<file path="config.mk">
export PLATFORM = sky130hd
export DESIGN_NAME = seq_detector_param
export DESIGN_NICKNAME = d
export VERILOG_FILES = /design/src/rtl/seq_detector_param.sv
export SDC_FILE = /design/constraint.sdc
export NUM_CORES = 1
export LEC_CHECK = 0
export CAP_MARGIN = 15
export CORE_MARGIN = 3
export CORE_UTILIZATION = 51
export CTS_CLUSTER_SIZE = 20
export DETAILED_ROUTE_END_ITERATION = 6
export GPL_TIMING_DRIVEN = 0
export PLACE_DENSITY = 0.78
export SLEW_MARGIN = 25
export SYNTH_ARGS = -nofsm -noshare
export SYNTH_HDL_FRONTEND = slang
export SYNTH_SLANG_ARGS = --single-unit
</file>
<file path="constraint.sdc">
create_clock -name i_clk -period 2.85 [get_ports i_clk]
set_input_delay 0.7125 -clock i_clk [delete_from_list [all_inputs] [get_ports i_clk]]
set_output_delay 0.7125 -clock i_clk [all_outputs]
set_load 0.05 [all_outputs]
</file>
<file path="src/rtl/seq_detector_param.sv">
// Serial pattern detector with a runtime-loadable PAT_W-bit pattern, optional
// overlapping detection, a registered match pulse and a saturating match counter.
module seq_detector_param #(
  parameter int unsigned           PAT_W     = 4,
  parameter logic [PAT_W-1:0]      PAT_RESET = 4'b1011,
  parameter bit                    OVERLAP   = 1'b1,
  parameter int unsigned           CNT_W     = 8
) (
  input  logic             i_clk,
  input  logic             i_rst_n,
  input  logic             i_x_valid,
  input  logic             i_x_in,
  input  logic             i_clear,
  input  logic             i_pat_load,
  input  logic [PAT_W-1:0] i_pat_in,
  output logic             o_y_out,
  output logic [CNT_W-1:0] o_match_count,
  output logic             o_count_sat
);

  localparam int unsigned      FILL_W    = $clog2(PAT_W + 1);
  localparam logic [FILL_W-1:0] FILL_FULL = FILL_W'(PAT_W);

  logic [PAT_W-1:0]  r_pat;
  logic [PAT_W-1:0]  r_hist;
  logic [FILL_W-1:0] r_fill;
  logic              r_y;
  logic [CNT_W-1:0]  r_cnt;
  logic              r_sat;

  logic [PAT_W-1:0]  w_hist_n;
  logic [FILL_W-1:0] w_fill_n;
  logic              w_match;
  logic              w_cnt_max;

  always_comb begin
    w_hist_n  = {r_hist[PAT_W-2:0], i_x_in};
    w_fill_n  = (r_fill == FILL_FULL) ? r_fill : r_fill + FILL_W'(1);
    w_match   = (w_fill_n == FILL_FULL) && (w_hist_n == r_pat);
    w_cnt_max = &r_cnt;
  end

  always_ff @(posedge i_clk or negedge i_rst_n) begin
    if (!i_rst_n) begin
      r_pat  <= PAT_RESET;
      r_hist <= '0;
      r_fill <= '0;
      r_y    <= 1'b0;
      r_cnt  <= '0;
      r_sat  <= 1'b0;
    end else if (i_pat_load) begin
      // New pattern invalidates any partial history but keeps statistics.
      r_pat  <= i_pat_in;
      r_hist <= '0;
      r_fill <= '0;
      r_y    <= 1'b0;
    end else if (i_clear) begin
      r_hist <= '0;
      r_fill <= '0;
      r_y    <= 1'b0;
      r_cnt  <= '0;
      r_sat  <= 1'b0;
    end else if (i_x_valid) begin
      r_hist <= w_hist_n;
      // Non-overlapping mode forces PAT_W fresh bits before the next match.
      r_fill <= (w_match && !OVERLAP) ? '0 : w_fill_n;
      r_y    <= w_match;
      if (w_match) begin
        if (w_cnt_max) begin
          r_sat <= 1'b1;
        end else begin
          r_cnt <= r_cnt + CNT_W'(1);
        end
      end
    end else begin
      r_y <= 1'b0;
    end
  end

  assign o_y_out       = r_y;
  assign o_match_count = r_cnt;
  assign o_count_sat   = r_sat;

endmodule

</file>
==> results by group, run 1 <==
Clock tree
  – Cts hold-fix bufs: 0
  – Cts repair resizes: 0
  – Clock Sinks: 20
  – CTS tree: built
  – Root buf cell: clkbuf_4
  – Post-CTS setup buffer count: 0
  – H-tree depth: 1
  – Clock slew at reported path FFs: 0.11 ns
  – Clk_lat worst skew: 0.30 ns
  – Number of CTS-inserted buffers: 3
  – Clock Tree Buf Depth: 2

Synth
  – Xor/xnor cell area share of the yosys netlist: under 10%
  – Mapped Area: approximately 1100 um2
  – Dominant cell by count in the synthesized netlist: dfrtp_1
  – Synth async-reset ratio: 100.0%
  – Post-synth top area share: 38.51%
  – Syn_nets: 120
  – Fraction of the mapped netlist area in simple logic gates: between 20% and 30%
  – Post-synthesis average cell area: 10.33 um2
  – Count of state elements after synthesis: 20
  – Post-synth top cells: dfrtp_1, nand2_1, nand3_1
  – Largest family of logic cells by synthesized area: simple AND/OR/NAND/NOR gates
  – Post-synth top area cell: dfrtp_1
  – Mux share of post-synthesis cell area: under 10%
  – Post-synth EDFFs: 0
  – Sequential area share after synthesis: 45.64%
  – Synth Area in Adders: 3.398%
  – Netlist cell types: 35
  – Mapped Cells: 107
  – Synth Warn #: 0
  – Ys flop type: dfrtp_1
  – Synth Area in Compound Gates: 10.53%
  – Synth top area cells: dfrtp_1, dfstp_2, mux2i_1

Timing
  – Setup TNS: 0 ns
  – Slew margin rel.: 41.03%
  – Final setup fails: 0
  – Min Clock Period, post-route: 2.521 ns
  – Unrepaired setup endpoints after global routing: no
  – Final hold vios: 0
  – Worst slew pin tran: 0.8818 ns
  – Max Slew Vio Count: 0
  – Clock skew: 0.003138 ns
  – Hold WS: 0.5478 ns
  – Post-route clock period utilization: 88.45%
  – Worst setup margin: 0.3292 ns
  – FMAX: 0.3967 GHz

Critical path
  – CP Capture Type: flip-flop
  – Crit path launch type: input port
  – WP data arrival: 2.72 ns
  – Worst path bufs/invs: 1
  – CP required: 3.05 ns
  – Crit path kind: input port to flip-flop
  – Worst path max stage delay: roughly 0.48 ns
  – Crit path max fanout: 6
  – Slowest cell on the critical path: nor3b_1
  – Kind of cell adding the most delay to the critical path: simple AND/OR/NAND/NOR gates
  – Ordered cell list for the critical path: clkdlybuf4s50_1 -> xor2_1 -> nor3b_1 -> nand3_1 -> o31a_1 -> o22a_1

Routing
  – Detailed-route wire length per cell: 14.26 um
  – Routed wl met3: 84 um
  – Max layer used: met4
  – DR vias: 904
  – Met2 WL post-DR: between 1000 and 1500 um
  – DRC: 0
  – Detailed Routing Iterations Pass 1: 4
  – ANT nets after route: 0
  – Met1 wire length: just under 1000 um
  – Via density: 5.832
  – Final WL: 2211 um
  – Starting DRT DRC Count: 23

Placed design
  – Port bufs: 17
  – DP HPWL: 1651 um
  – Pre-CTS setup slack: 0.03046 ns
  – Routability cong.: between 0.8 and 0.9
  – Post-Place Cells: 151

Floorplan
  – Die height: 52.55 um
  – Row cnt: 16
  – Die width: 52.55 um
  – Starting density of the core: 55.19%
  – Area of the core: 2002 um2
  – Ports: 20
  – Total Die Area: 2761 um2

Global route
  – First-pass GRT wire length: 3905 um
  – Initial antenna violation count: 0
  – Largest net degree at the start of global routing: 21
  – Vias in the first global route: 864
  – GR Overflow Total: 0
  – GRT Util Overall: 19.37%

Run
  – Max-cap check violation count: 0

Final layout
  – # diodes: 0
  – Finished Layout Cells: 155
  – Area taken by multi-input logic gates: between 500 and 600 um2
  – P&R area growth vs syn: 20.84%
  – Fill count: 162
  – Layout cells sized above 1: 12.50%
  – Register Area: 504.2 um2
  – Final #Nets: 142

Pwr
  – Worst VDD drop: 0.0002335 V
  – LEAKAGE: 0.0005625 uW
  – Pwr/cell area: 387.4 nW/um2

Status
  – Status: complete, no violations

Worst hold path
  – Hold WC Path Type: flip-flop to flip-flop
[registers in the layout (all words and copies together) (netlist names)]
name,cells
r_fill,3
r_hist,3
o_y_out,1
r_pat,4
o_count_sat,1
o_match_count,8
[power breakdown]
part | internal (uW) | leakage (uW) | switching, uW
logic | 31.4 | 0.000282 | 42.2
registers | 296 | 0.000266 | 9.25
clock network | 54.6 | 0.0000150 | 83.8
[area by class of cell]
type	count	share of cell area, %
Multi-Input combinational cell	78	42.36
Clock buffer	4	1.968
Timing Repair Buffer	17	12.75
Sequential cell	20	37.77
Buffer	4	1.218
Inverter	5	1.406
Tap cell	27	2.530
[layout by cell type, fill, tap and decap left out, types with 2 or more instances in the layout]
| cell type | count |
|---|---|
| a2bb2oi_1 | 2 |
| clkbuf_1 | 4 |
| clkbuf_4 | 3 |
| clkdlybuf4s50_1 | 17 |
| dfrtp_1 | 17 |
| dfstp_2 | 3 |
| ha_1 | 3 |
| inv_1 | 3 |
| inv_2 | 2 |
| mux2_2 | 4 |
| mux2i_1 | 6 |
| nand2_1 | 11 |
| nand3_1 | 10 |
| nand4_1 | 2 |
| nor2_1 | 7 |
| nor3_1 | 3 |
| o211ai_1 | 4 |
| o21ai_1 | 2 |
| or4_1 | 4 |
| xor2_1 | 4 |
[worst paths after layout]
kind / startpoint / end / slack [ns] / cells past startpoint
worst max-delay path: i_x_in / o_match_count[6]$_DFFE_PN0P_ / 0.33 / 6
worst min-delay path: r_pat[2]$_DFFE_PN0P_ / r_pat[2]$_DFFE_PN0P_ / 0.55 / 1
worst max register to register: r_fill[0]$_DFFE_PN0P_ / o_match_count[6]$_DFFE_PN0P_ / 0.54 / 6
worst min register to register: r_pat[2]$_DFFE_PN0P_ / r_pat[2]$_DFFE_PN0P_ / 0.55 / 1
max in group asynchronous: i_rst_n / r_pat[2]$_DFFE_PN0P_ / 1.41 / 1
min in group asynchronous: i_rst_n / r_fill[2]$_DFFE_PN0P_ / 0.90 / 1
[cell families (layout without fill, tap and decap cells)]
family	after synthesis	after routing
adders and majority gates	3	3
and+or+nand+nor	47	47
AOI/OAI and AO/OA	13	13
DFF	20	20
buffers and inverters	9	30
muxes	10	10
xor gates and xnor gates	5	5
[routing by layer]
metal	GRT usage [%]	vias to the layer above
met5	0	-
met4	9.787	0
met3	2.564	3
met2	30.58	31
met1	25.82	435
li1	-	435
[per-stage QoR]
step	instance area, um2	utilization, %	total power [uW]
2_1_floorplan	1105	-	354.9
4_1_cts	1335	66.69	525.6
5_1_grt	1335	66.69	544.2
3_5_place_dp	1309	65.38	384.7
3_3_place_gp	1309	65.38	382.0
6_report	1335	66.69	517.2
Note: power is estimated with default switching activity, not from simulation.
==> run 2: changes to the inputs <==
CORE_UTILIZATION = 55   (was 51)
PLACE_DENSITY = 0.83   (was 0.78)
clock period = 2.9 ns   (was 2.85 ns; I/O delays follow)
==> results by group, run 2 (synthesized netlist as in run 1, its figures left out) <==
Critical path
  – Worst R2R Setup Slack: 0.55 ns (was 0.54 ns)
  – Critical Path End: o_match_count[7]$_DFFE_PN0P_ (was o_match_count[6]$_DFFE_PN0P_)
  – Worst r2r src: r_fill[0]$_DFFE_PN0P_ (unchanged)
  – CP Capture Type: flip-flop (unchanged)
  – Crit path launch type: input port (unchanged)
  – CP required: 3.08 ns (was 3.05 ns)
  – R2R depth: 6 (unchanged)
  – Crit path kind: input port to flip-flop (unchanged)
  – Crit path max fanout: 6 (unchanged)
  – CP startpoint: i_x_in (unchanged)
  – WP data arrival: 2.72 ns (about the same)
  – Worst r2r dst: o_match_count[7]$_DFFE_PN0P_ (was o_match_count[6]$_DFFE_PN0P_)

Final layout
  – Post-Route Utilization: 73.96% (was 66.69%)
  – Final #Nets: 142 (unchanged)
  – Max reg flops: 8 (unchanged)
  – # diodes: 0 (unchanged)
  – P&R area growth vs syn: 20.61% (was 20.84%)
  – Layout cells sized above 1: 12.50% (unchanged)
  – Most frequent cells in the layout: clkdlybuf4s50_1, dfrtp_1, nand2_1 (unchanged)

Timing
  – Clock skew: 0.008768 ns (was 0.003138 ns)
  – Post-route clock period utilization: 87.75%
  – FMAX: approximately 0.39 GHz
  – Setup TNS: 0 ns (unchanged)
  – Min Clock Period, post-route: 2.545 ns
  – Unrepaired setup endpoints after global routing: no (unchanged)
  – Worst slew pin tran: 0.8757 ns (was 0.8818 ns)
  – Slew margin rel.: 41.44% (was 41.03%)
  – Final hold vios: 0 (unchanged)
  – Max Slew Vio Count: 0 (unchanged)
  – Final setup fails: 0 (unchanged)

Pwr
  – LEAKAGE: 0.0005625 uW (unchanged)
  – Comb power frac: 14.1% (was 14.2%)
  – Sequential power share: 59.0% (about the same)
  – Pwr/cell area: 382.2 nW/um2 (was 387.4 nW/um2)
  – Switch Pwr: 133.8 uW (was 135.2 uW)
  – Worst VDD drop: 0.0003433 V (was 0.0002335 V)
  – Clock Power Share: 27.0% (was 26.8%)
  – Sw frac: 26.27% (was 26.14%)
  – Internal power: 375.5 uW (was 382.0 uW)

Floorplan
  – Area of the core: 1802 um2 (was 2002 um2)
  – Row cnt: 15 (was 16)
  – Ports: 20 (unchanged)
  – Die width: 50.82 um (was 52.55 um)
  – Starting density of the core: 61.32% (was 55.19%)
  – Total Die Area: 2583 um2 (was 2761 um2)
  – Die height: 50.82 um (was 52.55 um)

Routing
  – Detailed Routing Iterations Pass 1: 4 (unchanged)
  – Detailed-route wire length per cell: 15.07 um (was 14.26 um)
  – DRC: 0 (unchanged)
  – ANT nets after route: 0 (unchanged)
  – DR vias: 905 (was 904)
  – Starting DRT DRC Count: 21 (was 23)
  – Via density: 5.915 (was 5.832)
  – Final WL: 2305 um (was 2211 um)

Worst hold path
  – Hold WC Path Type: flip-flop to flip-flop (unchanged)
  – Min-delay src: r_pat[2]$_DFFE_PN0P_ (unchanged)
  – WHS Path Cells: 1 (unchanged)

Clock tree
  – Clock Sinks: 20 (unchanged)
  – H-tree depth: 1 (unchanged)
  – Clk_lat worst skew: 0.30 ns (about the same)
  – Cts repair resizes: 0 (unchanged)
  – Root buf cell: clkbuf_4 (unchanged)
  – Number of CTS-inserted buffers: 3 (unchanged)
  – Post-CTS setup buffer count: 0 (unchanged)
  – CTS tree: built (unchanged)
  – Cts hold-fix bufs: 0 (unchanged)
  – Clock slew at reported path FFs: 0.10 ns (was 0.11 ns)
  – Clock Tree Buf Depth: 2 (unchanged)

Global route
  – GR Overflow Total: 0 (unchanged)
  – GRT Util Overall: 20.35% (was 19.37%)
  – Initial antenna violation count: 0 (unchanged)
  – Vias in the first global route: 893 (was 864)
  – First-pass GRT wire length: 3884 um (was 3905 um)
  – Largest net degree at the start of global routing: 21 (unchanged)

Run
  – Max-cap check violation count: 0 (unchanged)

Status
  – Status: complete, no violations (unchanged)

Placed design
  – DP HPWL: 1734 um (was 1651 um)
  – Routability cong.: 0.8417 (was 0.8333)
  – Port bufs: 17 (unchanged)
-- run 2: cell counts in the layout (fill, tap and decap cells not counted) --
No cell type changed its count.
-- run 2: stage by stage --
stage	total power, uW	hold slack [ns]	instance area (um2)	setup WS (ns)	cells
global placement	374.5	0.5219	1306	0.1471	149
global route	534.2	0.5856	1333	0.2423	153
CTS	515.4	0.5627	1333	0.3928	153
finish	509.3	0.5593	1333	0.3553	153
floorplan	348.8	0.4294	1105	0.7227	107
detailed placement	377.8	0.5351	1306	0.06806	149
-- run 2: critical path, cell delays in order --
cell and delay, ns:
clkdlybuf4s50_1 0.44, xor2_1 0.17, nor3b_1 0.45, nand3_1 0.35, o41ai_1 0.47, a2bb2oi_1 0.12
-- run 2: layout make-up --
cell class,instances,area (um2)
multi-input combinational,78,565.5
sequential,20,504.2
fill,139,469.2
timing repair buffer,17,170.2
tap,25,31.28
clock buffer,4,26.28
inverter,5,18.77
buffer,4,16.27
-- run 2: how the worst min path moves through the flow --
stage / endpoint
after floorplan: o_count_sat$_DFFE_PN0P_
after global placement: r_pat[2]$_DFFE_PN0P_
after detailed placement: o_count_sat$_DFFE_PN0P_
after CTS: r_pat[2]$_DFFE_PN0P_
after global routing: r_pat[2]$_DFFE_PN0P_
final: r_pat[2]$_DFFE_PN0P_
-- run 2: layer usage --
| metal | track usage [%] | vias up | wire [um] |
|---|---|---|---|
| met3 | 3.790 | 4 | 132 |
| li1 | - | 431 | - |
| met5 | 0 | - | 0 |
| met2 | 34.57 | 38 | 1141 |
| met1 | 24.43 | 432 | 997 |
| met4 | 10.76 | 0 | 34 |
-- run 2: power by group through the flow --
stage / Combinational, uW / Clock, uW / Sequential (uW)
5_1_grt: 78.7 / 154 / 301
2_1_floorplan: 39.2 / 0 / 310
3_3_place_gp: 70.3 / 0 / 304
6_report: 71.7 / 137 / 300
3_5_place_dp: 72.4 / 0 / 305
4_1_cts: 72.5 / 143 / 300
